## config.mk

```make
export PLATFORM = sky130hd
export DESIGN_NAME = pe_address_sequencer
export DESIGN_NICKNAME = d
export VERILOG_FILES = /design/src/rtl/pe_addr_pkg.sv /design/src/rtl/pe_addr_channel.sv /design/src/rtl/pe_address_sequencer.sv
export SDC_FILE = /design/constraint.sdc
export NUM_CORES = 1
export LEC_CHECK = 0
export ABC_AREA = 1
export ABC_CLOCK_PERIOD_IN_PS = 9250
export CELL_PAD_IN_SITES_DETAIL_PLACEMENT = 0
export CELL_PAD_IN_SITES_GLOBAL_PLACEMENT = 1
export CORE_MARGIN = 5
export CORE_UTILIZATION = 42
export CTS_CLUSTER_DIAMETER = 50
export CTS_CLUSTER_SIZE = 14
export DETAILED_ROUTE_END_ITERATION = 10
export PLACE_DENSITY_LB_ADDON = 0.1
export SKIP_CTS_REPAIR_TIMING = 1
export SLEW_MARGIN = 20
export SYNTH_ARGS = -nofsm -noshare
export SYNTH_HDL_FRONTEND = slang
export SYNTH_HIERARCHICAL = 1
export SYNTH_SLANG_ARGS = --single-unit
```

## constraint.sdc

```tcl
create_clock -name CLK -period 9.25 [get_ports CLK]
set_clock_uncertainty 0.2 [all_clocks]
set_input_delay 1.85 -clock CLK [delete_from_list [all_inputs] [get_ports CLK]]
set_output_delay 1.85 -clock CLK [all_outputs]
set_load 0.005 [all_outputs]
```

## src/rtl/pe_addr_pkg.sv

```systemverilog
// Shared definitions for the PE local-store address sequencer:
// the channel opcode type and the full-precision address width helper.
package pe_addr_pkg;

  typedef enum logic [2:0] {
    OP_INIT         = 3'b000,
    OP_HOLD         = 3'b001,
    OP_INCR         = 3'b010,
    OP_JUMP         = 3'b011,
    OP_SET_ROW_OFST = 3'b100,
    OP_SET_COL_OFST = 3'b101,
    OP_INCR_WRAP    = 3'b110,
    OP_CLR_OFST     = 3'b111
  } pe_op_e;

  // Width that holds (row+rowOfs)*step + col + colOfs without loss.
  function automatic int unsigned addr_full_width(input int unsigned a);
    return 2 * a + 1;
  endfunction

endpackage

```

## src/rtl/pe_addr_channel.sv

```systemverilog
// One address channel: row/col/offset state, opcode decode, column
// auto-wrap and the registered local-store address.
// Optional overflow flag built only when PE_ADDR_OVERFLOW_CHECK_EN is defined.
module pe_addr_channel
  import pe_addr_pkg::*;
#(
  parameter int unsigned DEPTH = 2,
  parameter int unsigned A     = 7
) (
  input  logic             clk,
  input  logic             rst,
  input  logic             cmd_valid,
  input  logic [2:0]       cmd_op,
  input  logic             pe_select,
  input  logic [DEPTH-1:0] set_value,
  input  logic             write_mode,
  input  logic [A-1:0]     cfg_step,
  input  logic [DEPTH-1:0] cfg_col_stride,
  input  logic [DEPTH-1:0] cfg_row_stride,
  input  logic [A-1:0]     cfg_col_limit,
  output logic [A-1:0]     addr,
  output logic             addr_valid,
  output logic             wrap_pulse,
  output logic             addr_overflow
);

  localparam int unsigned W = addr_full_width(A);

  logic [A-1:0]     row_q, row_d;
  logic [A-1:0]     col_q, col_d;
  logic [DEPTH-1:0] row_ofs_q, row_ofs_d;
  logic [DEPTH-1:0] col_ofs_q, col_ofs_d;
  logic [A-1:0]     addr_q, addr_d;
  logic             addr_valid_q, addr_valid_d;
  logic             wrap_pulse_q, wrap_pulse_d;

  logic [A-1:0]     col_stride;
  logic [A-1:0]     col_next;
  logic [W-1:0]     full_addr;
  logic             is_init;
  pe_op_e           op;

  assign op = pe_op_e'(cmd_op);

  // Opcode decode: next channel state, valid and wrap pulse.
  always_comb begin
    row_d        = row_q;
    col_d        = col_q;
    row_ofs_d    = row_ofs_q;
    col_ofs_d    = col_ofs_q;
    addr_valid_d = addr_valid_q;
    wrap_pulse_d = 1'b0;
    is_init      = 1'b0;
    col_stride   = write_mode ? A'(1) : A'(cfg_col_stride);
    col_next     = col_q + col_stride;
    if (cmd_valid) begin
      case (op)
        OP_INIT: begin
          row_d        = '0;
          col_d        = '0;
          addr_valid_d = 1'b1;
          is_init      = 1'b1;
        end
        OP_HOLD: ;
        OP_INCR: col_d = col_next;
        OP_JUMP: begin
          row_d = row_q + A'(cfg_row_stride);
          col_d = '0;
        end
        OP_SET_ROW_OFST: if (pe_select) row_ofs_d = set_value;
        OP_SET_COL_OFST: if (pe_select) col_ofs_d = set_value;
        OP_INCR_WRAP: begin
          if ((cfg_col_limit != '0) && (col_next >= cfg_col_limit)) begin
            col_d        = '0;
            row_d        = row_q + A'(cfg_row_stride);
            wrap_pulse_d = 1'b1;
          end else begin
            col_d = col_next;
          end
        end
        OP_CLR_OFST: begin
          if (pe_select) begin
            row_ofs_d = '0;
            col_ofs_d = '0;
          end
        end
        default: ;
      endcase
    end
  end

  // Address from next-state values so it appears one cycle after the command.
  always_comb begin
    full_addr = (W'(row_d) + W'(row_ofs_d)) * W'(cfg_step)
              + W'(col_d) + W'(col_ofs_d);
    addr_d    = full_addr[A-1:0];
  end

  // Channel state and registered outputs.
  always_ff @(posedge clk or posedge rst) begin
    if (rst) begin
      row_q        <= '0;
      col_q        <= '0;
      row_ofs_q    <= '0;
      col_ofs_q    <= '0;
      addr_q       <= '0;
      addr_valid_q <= 1'b0;
      wrap_pulse_q <= 1'b0;
    end else begin
      row_q        <= row_d;
      col_q        <= col_d;
      row_ofs_q    <= row_ofs_d;
      col_ofs_q    <= col_ofs_d;
      addr_q       <= addr_d;
      addr_valid_q <= addr_valid_d;
      wrap_pulse_q <= wrap_pulse_d;
    end
  end

`ifdef PE_ADDR_OVERFLOW_CHECK_EN
  logic overflow_q, overflow_d;

  // Sticky overflow; INIT restarts tracking from the fresh address.
  always_comb begin
    overflow_d = ((is_init ? 1'b0 : overflow_q) | (|full_addr[W-1:A]));
  end

  // Overflow flag register.
  always_ff @(posedge clk or posedge rst) begin
    if (rst) overflow_q <= 1'b0;
    else     overflow_q <= overflow_d;
  end

  assign addr_overflow = overflow_q;
`else
  logic unused_ovf;
  assign unused_ovf    = (^full_addr[W-1:A]) ^ is_init;
  assign addr_overflow = 1'b0;
`endif

  assign addr       = addr_q;
  assign addr_valid = addr_valid_q;
  assign wrap_pulse = wrap_pulse_q;

endmodule

```

## src/rtl/pe_address_sequencer.sv

```systemverilog
// Per-PE local-store address sequencer with NCH independent channels.
// Channel 0 feeds the kernel store, channel 1 the neuron store.
// Optional overflow flags: define PE_ADDR_OVERFLOW_CHECK_EN.
module pe_address_sequencer
  import pe_addr_pkg::*;
#(
  parameter int unsigned DEPTH = 2,
  parameter int unsigned A     = 7,
  parameter int unsigned NCH   = 2
) (
  input  logic                 CLK,
  input  logic                 RST,
  input  logic [NCH-1:0]       cmdValid,
  input  logic [3*NCH-1:0]     cmdOp,
  input  logic                 peSelect,
  input  logic [DEPTH-1:0]     setValue,
  input  logic [NCH-1:0]       writeMode,
  input  logic [NCH*A-1:0]     cfgStep,
  input  logic [NCH*DEPTH-1:0] cfgColStride,
  input  logic [NCH*DEPTH-1:0] cfgRowStride,
  input  logic [NCH*A-1:0]     cfgColLimit,
  output logic [NCH*A-1:0]     addr,
  output logic [NCH-1:0]       addrValid,
  output logic [NCH-1:0]       wrapPulse,
  output logic [NCH-1:0]       addrOverflow
);

  for (genvar i = 0; i < NCH; i++) begin : g_ch
    pe_addr_channel #(
      .DEPTH (DEPTH),
      .A     (A)
    ) u_ch (
      .clk            (CLK),
      .rst            (RST),
      .cmd_valid      (cmdValid[i]),
      .cmd_op         (cmdOp[3*i +: 3]),
      .pe_select      (peSelect),
      .set_value      (setValue),
      .write_mode     (writeMode[i]),
      .cfg_step       (cfgStep[A*i +: A]),
      .cfg_col_stride (cfgColStride[DEPTH*i +: DEPTH]),
      .cfg_row_stride (cfgRowStride[DEPTH*i +: DEPTH]),
      .cfg_col_limit  (cfgColLimit[A*i +: A]),
      .addr           (addr[A*i +: A]),
      .addr_valid     (addrValid[i]),
      .wrap_pulse     (wrapPulse[i]),
      .addr_overflow  (addrOverflow[i])
    );
  end

endmodule

```

=== Word-level counts from Yosys, hierarchy flattened ===
Cells that the tools add are included.

* Multiplexer cells: 36
* Equal/unequal tests: 12
* Multipliers: 2
* Reduce and logical (&&, ||, !) cells: 10
* $add $sub $neg: 10
* $lt $le $gt $ge: 2

{| class="wikitable"
|+ Operators with widths
! kind !! number
|-
| 7-bit one-hot mux with 3 select lines || 4
|-
| 7-bit two-way mux || 8
|-
| 15-bit by 7-bit multiplier with 7-bit output || 2
|-
| 7-bit by 2-bit adder with 7-bit output || 4
|-
| 7-bit adder || 4
|-
| 2-bit two-way mux || 14
|-
| 3-bit equality test (second input constant) || 8
|-
| 7-bit by 2-bit adder with 8-bit output || 2
|-
| 2-bit one-hot mux with 2 select lines || 4
|-
| 7-bit greater-or-equal comparator || 2
|-
| 7-bit nonzero test || 2
|-
| 3-bit by 2-bit equality test with 1-bit output (second input constant) || 4
|-
| 3-bit zero test || 2
|-
| 1-bit two-way mux || 6
|-
| 2-bit AND reduction || 2
|-
| 2-bit OR reduction || 2
|-
| 1-bit logical AND || 2
|}

* Bits in registers: 54
* Output and inout port bits: 20
* Word-level logic and storage cells: 86
* Bits of input ports: 51

=== Depth between registers and ports, before layout ===
* Depth after elaboration: 11
* Depth in mapped cells: 45

=== Cells and area by module ===
Netlist, hierarchy kept.

{| class="wikitable"
|+ By module, submodules not included
! module !! area an instance (um^2) !! cells an instance !! times used
|-
| pe_addr_channel (g_ch[0].u_ch) || 2,765.2 || 371 || 1
|-
| pe_addr_channel (g_ch[1].u_ch) || 2,765.2 || 369 || 1
|}

=== Worst setup path after synthesis ===
OpenSTA, ideal clock, no wires.

* Path type: input -> register
* From: input writeMode[1]
* To: register g_ch[1].u_ch.addr_q[6]
* Library setup time: 0.116 ns
* Stages: 38
* Required time: 8.934 ns
* Buffers on the path: 0
* Arrival: 8.115 ns
* Slack: 0.819 ns
* Path through: or2_2 ha_1 inv_1 fa_1 nor2_1 nand4_1 xor2_1 inv_1 ha_1 nand2_1 inv_1 a21oi_1 nand3_1 nand3_1 nand2_1 a32o_1 ha_1 fa_1 (+2 left out) nand2_1 nor2_1 fa_1 inv_1 fa_1 fa_1 fa_1 inv_1 ha_1 a21oi_1 nand2_1 xnor2_1 xor2_1 nand3_1 nand2_1 inv_1 nand2_1 nand2_1

* Word-level cells in the longest chain between the ends: 11
* Elaborated cells between the ends (all ways): 14
* Classes of those cells: add/sub: 4; mul: 1; order compare: 1; mux: 7; reduce/logical: 1

{| class="wikitable"
|+ RTL lines
! item !! line !! text
|-
| from (decl) || pe_address_sequencer.sv:17 || <nowiki>input logic [NCH-1:0] writeMode,</nowiki>
|-
| 2-bit two-way mux || pe_addr_channel.sv:54 || <nowiki>col_stride = write_mode ? A'(1) : A'(cfg_col_stride);</nowiki>
|-
| 7-bit adder || pe_addr_channel.sv:55 || <nowiki>col_next = col_q + col_stride;</nowiki>
|-
| 7-bit greater-or-equal comparator || pe_addr_channel.sv:73 || <nowiki>if ((cfg_col_limit != '0) && (col_next >= cfg_col_limit)) begin</nowiki>
|-
| 1-bit logical AND || pe_addr_channel.sv:73 ||
|-
| 7-bit two-way mux || pe_addr_channel.sv:73 ||
|-
| 7-bit one-hot mux with 3 select lines || pe_addr_channel.sv:57 || <nowiki>case (op)</nowiki>
|-
| 7-bit two-way mux || pe_addr_channel.sv:56 || <nowiki>if (cmd_valid) begin</nowiki>
|-
| net g_ch[1].u_ch.row_d[0] || pe_addr_channel.sv:29 || <nowiki>logic [A-1:0] row_q, row_d;</nowiki>
|-
| 7-bit by 2-bit adder with 8-bit output || pe_addr_channel.sv:94 || <nowiki>full_addr = (W'(row_d) + W'(row_ofs_d)) * W'(cfg_step)</nowiki>
|-
| 15-bit by 7-bit multiplier with 7-bit output || pe_addr_channel.sv:94 ||
|-
| 7-bit adder || pe_addr_channel.sv:95 || <nowiki>+ W'(col_d) + W'(col_ofs_d);</nowiki>
|-
| 7-bit by 2-bit adder with 7-bit output || pe_addr_channel.sv:95 ||
|-
| net g_ch[1].u_ch.full_addr[6] || pe_addr_channel.sv:39 || <nowiki>logic [W-1:0] full_addr;</nowiki>
|-
| to (signal assigned) || pe_addr_channel.sv:114 || <nowiki>addr_q <= addr_d;</nowiki>
|-
| to (decl) || pe_addr_channel.sv:33 || <nowiki>logic [A-1:0] addr_q, addr_d;</nowiki>
|}

The timed path passes the listed nets, and every way through them passes these cells.
A chain may end at the register's enable or synchronous reset.

=== Worst setup path in the final report ===
* From: input writeMode[0]
* To: register g_ch[0].u_ch.addr_q[6]

* Word-level cells in the longest chain between the ends: 11
* Elaborated cells between the ends (all ways): 14
* Classes of those cells: add/sub: 4; mul: 1; order compare: 1; mux: 7; reduce/logical: 1

{| class="wikitable"
|+ RTL lines
! item !! line
|-
| 2-bit two-way mux || pe_addr_channel.sv:54
|-
| 7-bit adder || pe_addr_channel.sv:55
|-
| 7-bit greater-or-equal comparator || pe_addr_channel.sv:73
|-
| 1-bit logical AND || pe_addr_channel.sv:73
|-
| 7-bit two-way mux || pe_addr_channel.sv:73
|-
| 7-bit one-hot mux with 3 select lines || pe_addr_channel.sv:57
|-
| 7-bit two-way mux || pe_addr_channel.sv:56
|-
| net g_ch[0].u_ch.row_d[0] || pe_addr_channel.sv:29
|-
| 7-bit by 2-bit adder with 8-bit output || pe_addr_channel.sv:94
|-
| 15-bit by 7-bit multiplier with 7-bit output || pe_addr_channel.sv:94
|-
| 7-bit adder || pe_addr_channel.sv:95
|-
| 7-bit by 2-bit adder with 7-bit output || pe_addr_channel.sv:95
|-
| net g_ch[0].u_ch.full_addr[6] || pe_addr_channel.sv:39
|-
| to (signal assigned) || pe_addr_channel.sv:114
|-
| to (decl) || pe_addr_channel.sv:33
|}

The timed path passes the listed nets, and every way through them passes these cells.

==> run_results.csv <==
group,metric,value,unit
synthesis,synth-edff-count,0,
clock_network,clkSlewWorstSetupHoldPaths,0.07,ns
clock_network,cts-root-buf,"clkbuf_16",
detailed_routing,vias_per_cell,4.725,
clock_network,cts_htree_levels,2,
sta,report.final.slew_viol_count,0,
placement,routabilityCongestion,0.8010,
sta,hold_viol_final,0,
sta,timing.fmax,0.1138,GHz
clock_network,cts_buffers,5,
detailed_routing,ant_nets,0,
synthesis,synthTopCellsByArea,"dfrtp_1, ha_1, fa_1",
sta,period_minus_slack,8.787,ns
power,p_leak,3.712,nW
detailed_routing,drcViolationCount,0,
detailed_routing,vias,4758,
power,ir_drop,0.1155,mV
layout,drive_gt1_share,10.23,%
sta,setup_violations,0,
synthesis,synth-seq-cells,54,
setup_path,worstPathRequired,9.25,ns
floorplan,coreArea,13090,µm²
synthesis,yosysMostFrequentCell,"inv_1",
detailed_routing,wl_per_cell,13.05,µm
power,p_per_area,160.4,nW/µm²
clock_network,cts_tree,"yes",
sta,max_slew_margin,59.84,%
placement,dp_hpwl,11410,µm
grt,grt_usage,17.67,%
detailed_routing,drt-initial-drc-count,213,
placement,dpl_worst_slack,-0.1019,ns
setup_path,path_buf_inv,8,
layout,diodes,0,
synthesis,yosysTopAreaCellShare,24.43,%
outcome,outcome,"complete, no violations",
floorplan,ioPinCount,71,
floorplan,fp.dieW,124.8,µm
synthesis,synthCells,740,
grt,grt_max_degree,28,
worst_hold_path,hold-path-cell-count,2,
setup_path,crit_family,"adder cells",
floorplan,rows,42,
setup_path,worst-path-stages,37,
synthesis,synth_top_area_cell,"dfrtp_1",
setup_path,crit_fanout,5,
grt,grt_pass1_vias,4847,
grt,grt_pass1_wl,22380,µm
synthesis,yosysWarnings,6,
synthesis,syn-cell-area,5530,µm²
grt,antenna_found_initial,0,
synthesis,synthFlopType,"dfrtp_1",
placement,dp.cells,999,
detailed_routing,routed_wirelength,13140,µm
setup_path,cp-end-kind,"register",
worst_hold_path,hp-class,"register to register",
run,drv_cap,0,
clock_network,clockBufferDepth,2,
layout,syn2layout_area_growth,22.35,%
synthesis,synth_async_sr_flop_share,100.0,%
floorplan,die_height,124.8,µm
floorplan,die_area,15560,µm²
grt,gr-total-overflow,0,
synthesis,yosysSeqAreaShare,24.43,%
setup_path,crit_top_cell,"nand2_1",
setup_path,slowest_delay,0.55,ns
clock_network,clock_latency,0.30,ns
synthesis,synth.avg_cell_area,7.473,µm²
layout,instances_no_fill,1007,
synthesis,synth_nets,883,
clock_network,cts_sinks,54,
detailed_routing,drt-pass1-iter-count,4,
setup_path,reg2regPathDepth,35,
layout,nNetsFinal,974,
placement,portBuffers,68,
floorplan,start_util,42.26,%
sta,setup_slack,0.4630,ns
synthesis,yosys-top-cells-count,"inv_1, nand2_1, nand3_1, ha_1, dfrtp_1",
setup_path,crit_arrival,8.79,ns
setup_path,start_kind,"input port",
sta,timing.final.crit_share,95.00,%
setup_path,slowest_stage,"fa_1",
sta,tightestPinTransition,0.6015,ns
synthesis,synth_cell_types,36,
setup_path,crit_type,"input port to register",
layout make-up:
class,instances,area [µm²]
sequential,54,1351
tap,176,220.2
clock inverter,2,15.01
inverter,184,690.7
clock buffer,5,125.1
timing repair buffer,86,815.8
fill,1302,6319
multi-input combinational,500,3548
sequential cells by signal (all words and copies together) (netlist names):
name,flops
g_ch.u_ch/addr,14
g_ch.u_ch/addr_valid,2
g_ch.u_ch/col_ofs_q,4
g_ch.u_ch/col_q,14
g_ch.u_ch/row_ofs_q,4
g_ch.u_ch/row_q,14
g_ch.u_ch/wrap_pulse,2
placed cells by master, fill, tap and decap left out, drive strengths merged:
cell type      count
a22o               1
nor4               1
clkbuf             5
o22ai              6
ha                58
buf               18
nand3             62
or2                4
clkdlybuf4s50     68
nor2              56
fa                34
nor3               7
o21a               2
conb               2
o211ai             1
nand3b             1
xor2              19
a211oi             1
a21o               3
a21oi             20
o21ai             12
nand2            180
nand4             15
inv              184
xnor2             11
clkinvlp           2
a32o               4
dfrtp             54
stage by stage:
stage / TNS [ns] / power (mW) / area, µm² / util, % / hold WS, ns
after floorplan: 0 / 0.6788 / 5530 / - / 0.2510
after global placement: 0 / 0.8868 / 6544 / 50.01 / 0.2506
after detailed placement: -0.1034 / 0.9042 / 6544 / 50.01 / 0.2489
after CTS: 0 / 1.101 / 6684 / 51.08 / 0.2669
after global routing: -0.03102 / 1.204 / 6766 / 51.71 / 0.2845
final: 0 / 1.085 / 6766 / 51.71 / 0.2602
layer usage:
layer	GRT usage (%)	vias to the layer above	wire length, µm
met5	0	-	0
li1	-	2453	-
met4	4.126	0	160
met2	33.62	67	7010
met1	20.35	2227	5509
met3	3.216	11	460
path summary, 6_finish.rpt:
kind                            slack [ns]                      end               startpoint
worst max register to register        2.22     g_ch[0].u_ch/addr[6]    g_ch[0].u_ch/col_q[0]
worst min-delay path                  0.26  g_ch[1].u_ch/addr_valid  g_ch[1].u_ch/addr_valid
worst min register to register        0.26  g_ch[1].u_ch/addr_valid  g_ch[1].u_ch/addr_valid
min in group asynchronous             1.79     g_ch[1].u_ch/addr[1]                      RST
max in group asynchronous             6.66     g_ch[1].u_ch/addr[6]                      RST
worst max-delay path                  0.46     g_ch[0].u_ch/addr[6]             writeMode[0]
report_power, final:
group / switching (mW) / total (mW) / leakage (nW) / internal (mW)
Sequential: 0.0219 / 0.310 / 0.698 / 0.288
Clock: 0.0896 / 0.189 / 0.0619 / 0.0990
Combinational: 0.312 / 0.586 / 2.95 / 0.274
Total: 0.424 / 1.09 / 3.71 / 0.661
worst register-to-register path, delay by kind of cell, from the launching register on:
| kind | cells | cell delay (ns) |
|---|---|---|
| fa+ha+maj | 10 | 3.64 |
| compound gates | 2 | 0.45 |
| xor+xnor | 3 | 0.56 |
| buf+inv | 7 | 0.50 |
| simple gates | 13 | 1.24 |
| flops | 1 | 0.35 |
cells by family (layout without fill, tap and decap cells):
family	Yosys count	count (layout)	synth area share, %
xor+xnor	30	30	4.887
flops	54	54	24.43
compound gates	50	50	5.883
simple gates	326	326	26.47
fa+ha+maj	92	92	25.43
other cells	2	2	0.1358
buf+inv	186	277	12.76
Power figures use the tool's default switching activity.
